==> src/rtl/pc_redirect_controller.sv <==
// Fetch PC register and next-PC sequencer for the 5-stage MIPS pipeline.
// Holds a redirect that arrives during a fetch stall and drives the IF/ID flush.
module pc_redirect_controller #(
    parameter logic [31:0] RESET_PC     = 32'h0000_0000,
    parameter int unsigned FLUSH_CYCLES = 1
) (
    input  logic        clk,
    input  logic        rst_n,
    input  logic        stall,
    input  logic        branch_valid,
    input  logic        branch_taken,
    input  logic        jump_valid,
    input  logic [31:0] id_pc_plus4,
    input  logic [15:0] id_imm16,
    input  logic [25:0] id_instr_idx,
    output logic [31:0] pc,
    output logic [31:0] pc_plus4,
    output logic        flush_ifid,
    output logic        redirect
);

    typedef enum logic [1:0] {
        SEQ   = 2'd0,
        HOLD  = 2'd1,
        FLUSH = 2'd2
    } state_t;

    localparam logic [2:0] CNT_INIT = 3'(FLUSH_CYCLES - 1);

    state_t      state_q, state_d;
    logic [31:0] pc_q, pc_d;
    logic [31:0] pend_q, pend_d;
    logic [2:0]  cnt_q, cnt_d;
    logic        flush_q, flush_d;
    logic        redirect_q, redirect_d;

    logic [31:0] br_tgt;
    logic [31:0] j_tgt;
    logic [31:0] target;
    logic        req;

    assign br_tgt   = id_pc_plus4 + {{14{id_imm16[15]}}, id_imm16, 2'b00};
    assign j_tgt    = {id_pc_plus4[31:28], id_instr_idx, 2'b00};
    assign req      = jump_valid | (branch_valid & branch_taken);
    assign target   = jump_valid ? j_tgt : br_tgt;
    assign pc_plus4 = pc_q + 32'd4;

    // NOTE: every signal driven here gets a default first, so no path leaves it unassigned and no latch is inferred.
    always_comb begin
        state_d    = state_q;
        pc_d       = pc_q;
        pend_d     = pend_q;
        cnt_d      = cnt_q;
        flush_d    = flush_q;
        redirect_d = 1'b0;
        case (state_q)
            SEQ: begin
                if (req && !stall) begin
                    pc_d       = target;
                    state_d    = FLUSH;
                    cnt_d      = CNT_INIT;
                    flush_d    = 1'b1;
                    redirect_d = 1'b1;
                end else if (req) begin
                    pend_d  = target;
                    state_d = HOLD;
                end else if (!stall) begin
                    pc_d = pc_plus4;
                end
            end
            HOLD: begin
                if (!stall) begin
                    pc_d       = pend_q;
                    state_d    = FLUSH;
                    cnt_d      = CNT_INIT;
                    flush_d    = 1'b1;
                    redirect_d = 1'b1;
                end
            end
            FLUSH: begin
                // The squashed ID instruction cannot redirect, but sequential fetch continues.
                if (!stall) begin
                    pc_d = pc_plus4;
                end
                if (cnt_q == 3'd0) begin
                    state_d = SEQ;
                    flush_d = 1'b0;
                end else begin
                    cnt_d = cnt_q - 3'd1;
                end
            end
            default: begin
                state_d = SEQ;
                flush_d = 1'b0;
            end
        endcase
    end

    // NOTE: state registers use non-blocking assignments so all flops update together from pre-edge values.
    always_ff @(posedge clk or negedge rst_n) begin
        if (!rst_n) begin
            state_q    <= SEQ;
            pc_q       <= RESET_PC;
            pend_q     <= 32'd0;
            cnt_q      <= 3'd0;
            flush_q    <= 1'b0;
            redirect_q <= 1'b0;
        end else begin
            state_q    <= state_d;
            pc_q       <= pc_d;
            pend_q     <= pend_d;
            cnt_q      <= cnt_d;
            flush_q    <= flush_d;
            redirect_q <= redirect_d;
        end
    end

    assign pc         = pc_q;
    assign flush_ifid = flush_q;
    assign redirect   = redirect_q;

endmodule

==> config.mk <==
export PLATFORM = sky130hd
export DESIGN_NAME = pc_redirect_controller
export DESIGN_NICKNAME = d
export VERILOG_FILES = /design/src/rtl/pc_redirect_controller.sv
export SDC_FILE = /design/constraint.sdc
export NUM_CORES = 1
export LEC_CHECK = 0
export BUFFER_PORTS_ARGS = -buffer_cell sky130_fd_sc_hd__buf_4
export CELL_PAD_IN_SITES_DETAIL_PLACEMENT = 0
export CELL_PAD_IN_SITES_GLOBAL_PLACEMENT = 2
export CORE_MARGIN = 2
export CORE_UTILIZATION = 28
export CTS_CLUSTER_SIZE = 30
export DETAILED_ROUTE_END_ITERATION = 16
export PLACE_DENSITY = 0.75
export SLEW_MARGIN = 10
export SYNTH_ARGS = -nofsm -noshare
export SYNTH_HDL_FRONTEND = slang
export SYNTH_SLANG_ARGS = --single-unit
==> constraint.sdc <==
create_clock -name clk -period 2.2 [get_ports clk]
set_input_delay 0.11 -clock clk [delete_from_list [all_inputs] [get_ports clk]]
set_output_delay 0.11 -clock clk [all_outputs]
set_load 0.02 [all_outputs]
==> key figures, run 1 <==
Run status
  • Outcome: finished, violations left
  • Violated checks: setup timing

Synth
  • Synth top area share: 0.288
  • Share of the yosys chip area belonging to registers: 0.288
  • Synth Area per Inst: 7.80 um2
  • Fraction of registers with async set or reset after synthesis: 1.00
  • Top FF cell, synth: dfrtp_1
  • Mapped Cells: 791
  • Cell area after synthesis: 6170 um2
  • Count leader, synth: nand2_1
  • #FFs+latches synth: 71
  • EDFF count, synth: 0
  • Yosys warnings: 0
  • Area leader, netlist: dfrtp_1
  • Yosys cell types: 64
  • Top post-synthesis cells by count: nand2_1 (125), dfrtp_1 (71), nor2_1 (66), o21ai_0 (66), a21oi_1 (58)
  • Top post-synthesis cells by area: dfrtp_1 (29%), nand2_1 (7.6%), ha_1 (7.3%)
  • Mapped Nets: 908

Worst hold path
  • Hold Crit Class: in -> reg

Drt
  • Detailed Route WL: 22700 um
  • DR DRC count: 0
  • 1st-iter DRT viols: 349
  • Antenna-violating nets left: 0
  • Via density: 5.02
  • DR pass1 iterations: 6
  • Wirelength per Cell: 16.6 um
  • DR vias: 6855

Power and ir drop
  • Pwr Density: 1020 nW/um2
  • Max VDD drop: 0.506 mV
  • Leak: 4.62 nW

Floorplan
  • Io pins: 146
  • Die X: 152 um
  • Row count: 54
  • Full die area: 23200 um2
  • Core region area: 21700 um2
  • Initial Util: 0.284
  • Height of the die: 152 um

Final layout
  • Antenna Diode Count: 0
  • Layout cells sized above 1: 0.428
  • Final net count: 1198
  • Final Core Density: 0.460
  • Synth-to-layout area growth: 61.7%

Job
  • MaxCap Viol Count: 0

Critical path
  • Crit path top cell by count: buf_6
  • Crit path DAT: 2.23 ns
  • CP endpoint: pc_plus4[24]
  • R2R Path End: pc[30]$_DFFE_PN0P_
  • Critical Path RT: 2.09 ns
  • Endpoint type of the worst setup path: primary output
  • Setup Crit Path Kind: reg -> out
  • FF-to-FF path depth: 10
  • Family with the most delay on the worst path: simple AND/OR/NAND/NOR gates
  • Startpoint Class: flip-flop
  • CP Max Fanout: 4
  • CP peak stage delay: 0.46 ns
  • Reg-to-reg slack, setup: -0.10 ns
  • Slowest-stage cell, CP: or4_4
  • Worst path depth: 9
  • WP buf/inv: 3
  • Crit path cell chain: ha_4 -> nand3_4 -> or4_4 -> buf_6 -> nor3_4 -> buf_6 -> nand2_2 -> xnor2_2 -> buf_4
  • CP startpoint: pc[2]$_DFFE_PN0P_
  • Reg-to-Reg Start: pc[2]$_DFFE_PN0P_

STA
  • Worst Max-Slew Pin Slew: 0.613 ns
  • Final worst slack: -0.139 ns
  • Final setup fails: 23
  • Min cycle time layout: 2.34 ns
  • Unrepaired setup endpoints after global routing: yes
  • Final Hold Fails: 0
  • Setup TNS: -1.48 ns
  • Final hold slack: 0.0456 ns
  • Pins over their slew limit: 0
  • Fmax: 428 MHz
  • Period utilization: 1.06
  • Max-Slew Margin vs Limit: 0.592
  • Setup Skew: 0.00859 ns

Global route
  • Vias in the first global route: 6567
  • Largest net degree at the start of global routing: 57
  • First-pass GRT wire length: 35800 um
  • Most used routing layer: met1
  • Initial antenna violation count: 0
  • Grt ovf: 0
  • Met2 Use GR: 0.284
  • Grt met3 use: 0.0196
  • Total GRT Usage: 0.190
  • GRT met1 Usage: 0.291

Clock network
  • Worst-skew pair later-pin latency: 0.34 ns
  • Clock sink count: 71
  • Max H-tree Level: 3
  • Maximum clock path buffer count: 2
  • Worst-path clk slew: 0.06 ns
  • Clock Tree Root: clkbuf_16
  • CTS tree: built
  • CTS buffer count: 9

Place
  • Buffers added on ports: 145
  • DP HPWL: 17300 um
  • RD Place Congestion: 0.834
-- cells by family (layout without fill, tap and decap cells) --
group | count (synthesis) | after routing | synth area share
xor gates and xnor gates | 63 | 63 | 0.0895
adders and majority gates | 37 | 37 | 0.0763
muxes | 14 | 14 | 0.0246
DFF | 71 | 71 | 0.288
AOI/OAI and AO/OA | 244 | 244 | 0.257
and+or+nand+nor | 298 | 298 | 0.223
buffers and inverters | 64 | 359 | 0.0420
-- power by group --
group	total (mW)	internal [mW]	switching, mW
registers	2.29	1.90	0.386
clock network	1.53	0.915	0.613
logic	6.38	2.82	3.56
-- layout by cell type (no fill, tap or decap), types with 6 or more instances in the layout --
master / instances
buf_4: 295
o21ai_0: 45
nor3_1: 10
a21oi_2: 6
inv_1: 21
nor2_2: 7
or3_1: 8
buf_6: 20
nor2_4: 10
o21ai_2: 7
nor2_1: 49
a32oi_1: 9
dfrtp_1: 67
xor2_1: 25
and2_1: 7
nand3_1: 20
clkbuf_16: 9
and3_1: 8
xnor2_2: 14
a222oi_1: 11
ha_1: 27
a21o_1: 6
a21oi_1: 52
ha_4: 8
nand2_4: 6
o211ai_1: 9
o21ai_1: 16
nand2b_1: 11
nand2_1: 117
o31ai_1: 7
a31oi_1: 8
nand4_1: 8
xnor2_1: 19
o21a_1: 13
mux2_2: 9
-- through the flow --
step | setup WS [ns] | instance area [um2] | total power, mW | instances
floorplan | -0.266 | 6280 | 5.67 | 791
global placement | -0.435 | 8800 | 8.21 | 1333
detailed placement | -0.434 | 8800 | 8.21 | 1333
CTS | -0.157 | 9430 | 9.94 | 1357
global route | -0.210 | 9970 | 11.0 | 1366
finish | -0.139 | 9970 | 10.2 | 1366
-- registers in the layout, summed over array words and instances (netlist names) --
name,cells
cnt_q,3
flush_ifid,1
pc,32
state_q,2
pend_q,32
redirect,1
-- routing by layer --
metal | wire length [um] | vias to the layer above
met5 | 0 | -
met4 | 322 | 0
met3 | 904 | 21
met2 | 10000 | 168
met1 | 11500 | 3201
li1 | - | 3465
-- worst min-delay path, cell delays in order --
cell,delay [ns]
buf_4,0.11
nand2_1,0.05
o21ai_0,0.06
-- worst min-delay path by stage --
stage | depth (start not counted) | endpoint | start | slack, ns
final | 3 | pend_q[0]$_DFFE_PN0P_ | id_pc_plus4[0] | 0.05
after global routing | 3 | pend_q[1]$_DFFE_PN0P_ | id_pc_plus4[1] | 0.07
after CTS | 3 | pend_q[1]$_DFFE_PN0P_ | id_pc_plus4[1] | 0.04
after detailed placement | 1 | pend_q[2]$_DFFE_PN0P_ | rst_n | 0.16
after global placement | 1 | pend_q[2]$_DFFE_PN0P_ | rst_n | 0.16
after floorplan | 0 | cnt_q[0]$_DFFE_PN0P_ | rst_n | -0.19
-- final cells by class --
class                      instances  area [um2]
fill                            2145       11700
multi-input combinational        656        4900
timing repair buffer             321        2550
sequential                        71        1780
tap                              280         350
clock buffer                      10         239
inverter                          22        82.6
clock inverter                     6        68.8
-- repair_timing --
action / in CTS / in global routing
endpoints found under the setup margin: 27 / 51
hold endpoints to repair: 41 / 0
buffers inserted: 7 / 11
pin swaps: 21 / 55
hold buffers: 1 / 0
gates resized for setup: 61 / 100
Note: power is estimated with default switching activity, not from simulation.
==> run 2: changes to the inputs <==
- MAX_ROUTING_LAYER: default -> met4
==> run 2 against run 1 <==
Against the previous run: the flow still finishes with violations (setup timing); worst hold slack is essentially flat; largest cell class unchanged; fmax is essentially flat; power is essentially flat; via count shrank 0.34%; largest power group unchanged; clock skew shrank 0.0013 ns; critical path depth is the same; sequential share of layout area grew 0.12 points; die area is the same; final cell count is the same; critical endpoint unchanged; combinational power is essentially flat; count of clock-buffer cells in the layout is the same; highest routed layer unchanged.
==> key figures, run 2 (synthesis results as in run 1) <==
Clock network
  • Clock Tree Root: clkbuf_16
  • CTS tree: built
  • Clock sink count: 71 (unchanged)
  • Maximum clock path buffer count: 2 (unchanged)
  • Worst-skew pair later-pin latency: 0.34 ns (about the same)
  • Max H-tree Level: 3 (unchanged)
  • CTS buffer count: 9 (unchanged)
  • Worst-path clk slew: 0.06 ns (about the same)

Critical path
  • Startpoint Class: flip-flop
  • CP startpoint: pc[2]$_DFFE_PN0P_
  • Family with the most delay on the worst path: simple AND/OR/NAND/NOR gates
  • Crit path DAT: 2.23 ns (about the same)
  • Reg-to-Reg Start: pc[2]$_DFFE_PN0P_
  • Worst path depth: 9 (unchanged)
  • Crit path top cell by count: buf_6
  • Setup Crit Path Kind: reg -> out
  • Endpoint type of the worst setup path: primary output
  • WP buf/inv: 3 (unchanged)
  • Crit path cell chain: ha_4 -> nand3_4 -> or4_4 -> buf_6 -> nor3_4 -> buf_6 -> nand2_2 -> xnor2_2 -> buf_4
  • CP Max Fanout: 4 (unchanged)
  • Critical Path RT: 2.09 ns (about the same)
  • Slowest-stage cell, CP: or4_4
  • FF-to-FF path depth: 10 (unchanged)
  • CP peak stage delay: 0.46 ns (about the same)

Power and ir drop
  • Leak: 4.62 nW (about the same)
  • Pwr Density: 1030 nW/um2 (+0.58%)
  • Max VDD drop: 0.505 mV (-0.15%)

Final layout
  • Fillers: 2146 (+0.047%)
  • Design Area, Final: 9910 um2 (-0.65%)
  • Final net count: 1198 (unchanged)
  • Most frequent cells in the layout: buf_4 (297), nand2_1 (117), dfrtp_1 (67), a21oi_1 (53), nor2_1 (51)
  • Most common cell after layout, fill and taps aside: buf_4
  • Layout cells sized above 1: 0.421 (-0.00737)
  • Synth-to-layout area growth: 60.7%
  • Antenna Diode Count: 0 (unchanged)

Place
  • Post-DP Area: 8800 um2 (unchanged)
  • Buffers added on ports: 145 (unchanged)
  • Setup WS pre-CTS: -0.434 ns (unchanged)
  • RD Place Congestion: 0.846 (+1.5%)
  • DP HPWL: 17300 um (unchanged)

Floorplan
  • Row count: 54 (unchanged)
  • Initial Util: 0.284 (unchanged)
  • Core region area: 21700 um2 (unchanged)
  • Io pins: 146 (unchanged)
  • Height of the die: 152 um (unchanged)
  • Die X: 152 um (unchanged)
  • Full die area: 23200 um2 (unchanged)

Drt
  • Via density: 5.00 (-0.34%)
  • Antenna-violating nets left: 0 (unchanged)
  • Detailed Route WL: 22800 um (+0.16%)
  • DR DRC count: 0 (unchanged)
  • DR pass1 iterations: 5 (-1)
  • Wirelength per Cell: 16.7 um (+0.16%)
  • DR vias: 6832 (-0.34%)
  • 1st-iter DRT viols: 366 (+4.9%)

Global route
  • Initial antenna violation count: 0 (unchanged)
  • First-pass GRT wire length: 35900 um (+0.17%)
  • Grt ovf: 0 (unchanged)
  • Most used routing layer: met1
  • GRT met1 Usage: 0.292 (+0.00141)
  • Grt met3 use: 0.0176 (-0.00199)
  • Largest net degree at the start of global routing: 57 (unchanged)
  • Total GRT Usage: 0.196 (+0.00589)
  • Met2 Use GR: 0.285 (+0.000429)
  • Vias in the first global route: 6561 (-0.091%)

STA
  • Unrepaired setup endpoints after global routing: yes
  • Final Hold Fails: 0 (unchanged)
  • Fmax: 428 MHz (about the same)
  • Worst Max-Slew Pin Slew: 0.621 ns (+0.00790 ns)
  • Period utilization: 1.06 (about the same)
  • Setup Skew: 0.00729 ns (-0.00130 ns)
  • Final setup fails: 22 (-4.3%)
  • Final hold slack: 0.0455 ns (-0.0000577 ns)
  • Final worst slack: -0.138 ns (+0.00107 ns)
  • Pins over their slew limit: 0 (unchanged)
  • Max-Slew Margin vs Limit: 0.586 (-0.00527)
  • Min cycle time layout: 2.34 ns (-0.00107 ns)

Worst hold path
  • Hold path start: id_pc_plus4[0]
  • Hold Crit Class: in -> reg
  • Hold Path Depth: 3 (unchanged)

Job
  • MaxCap Viol Count: 0 (unchanged)

Run status
  • Violated checks: setup timing
  • Outcome: finished, violations left
run 2: cell counts in the layout (fill, tap and decap cells not counted):
No cell type changed its count.
run 2: worst min-delay path: cells and delay by family:
family | cells | cell delay [ns]
AO/OA/AOI/OAI | 1 | 0.06
AND/OR/NAND/NOR | 1 | 0.05
buffers and inverters | 1 | 0.11
run 2: what timing repair did:
item,4_1_cts,5_1_grt
endpoints found under the setup margin,27,51
resized for setup,61,90
setup buffers,7,11
pin swaps,21,50
hold buffers,1,0
endpoints found under the hold margin,41,0
run 2: where the power goes:
part	internal, mW	switching, mW
Sequential	1.90	0.385
Clock	0.916	0.616
Combinational	2.81	3.55
Total	5.63	4.55
run 2: cell type report:
cell class                 instances  area [um2]  area share
inverter                          22        82.6     0.00834
multi-input combinational        656        4840       0.489
clock inverter                     6        68.8     0.00695
timing repair buffer             321        2540       0.257
sequential                        71        1780       0.180
clock buffer                      10         239      0.0241
tap                              280         350      0.0354
run 2: per-stage QoR:
step | total power [mW] | utilization | std cells | setup TNS [ns]
3_3_place_gp | 8.21 | 0.406 | 1333 | -7.79
5_1_grt | 10.9 | 0.457 | 1366 | -4.26
6_report | 10.2 | 0.457 | 1366 | -1.36
3_5_place_dp | 8.21 | 0.406 | 1333 | -8.13
2_1_floorplan | 5.67 | - | 791 | -0.800
4_1_cts | 9.94 | 0.435 | 1357 | -1.51
run 2: metal layers:
| layer | vias to the layer above | wire, um |
|---|---|---|
| met5 | - | 0 |
| met2 | 158 | 9910 |
| li1 | 3462 | - |
| met1 | 3191 | 11700 |
| met3 | 21 | 797 |
| met4 | 0 | 322 |
run 2: worst paths after layout:
| path | to | slack [ns] |
|---|---|---|
| min | pend_q[0]$_DFFE_PN0P_ | 0.05 |
| max reg2reg | pc[30]$_DFFE_PN0P_ | -0.11 |
| min in group asynchronous | pc[2]$_DFFE_PN0P_ | 0.32 |
| min reg2reg | pend_q[18]$_DFFE_PN0P_ | 0.47 |
| max | pc_plus4[24] | -0.14 |
| max in group asynchronous | pend_q[11]$_DFFE_PN0P_ | 1.27 |
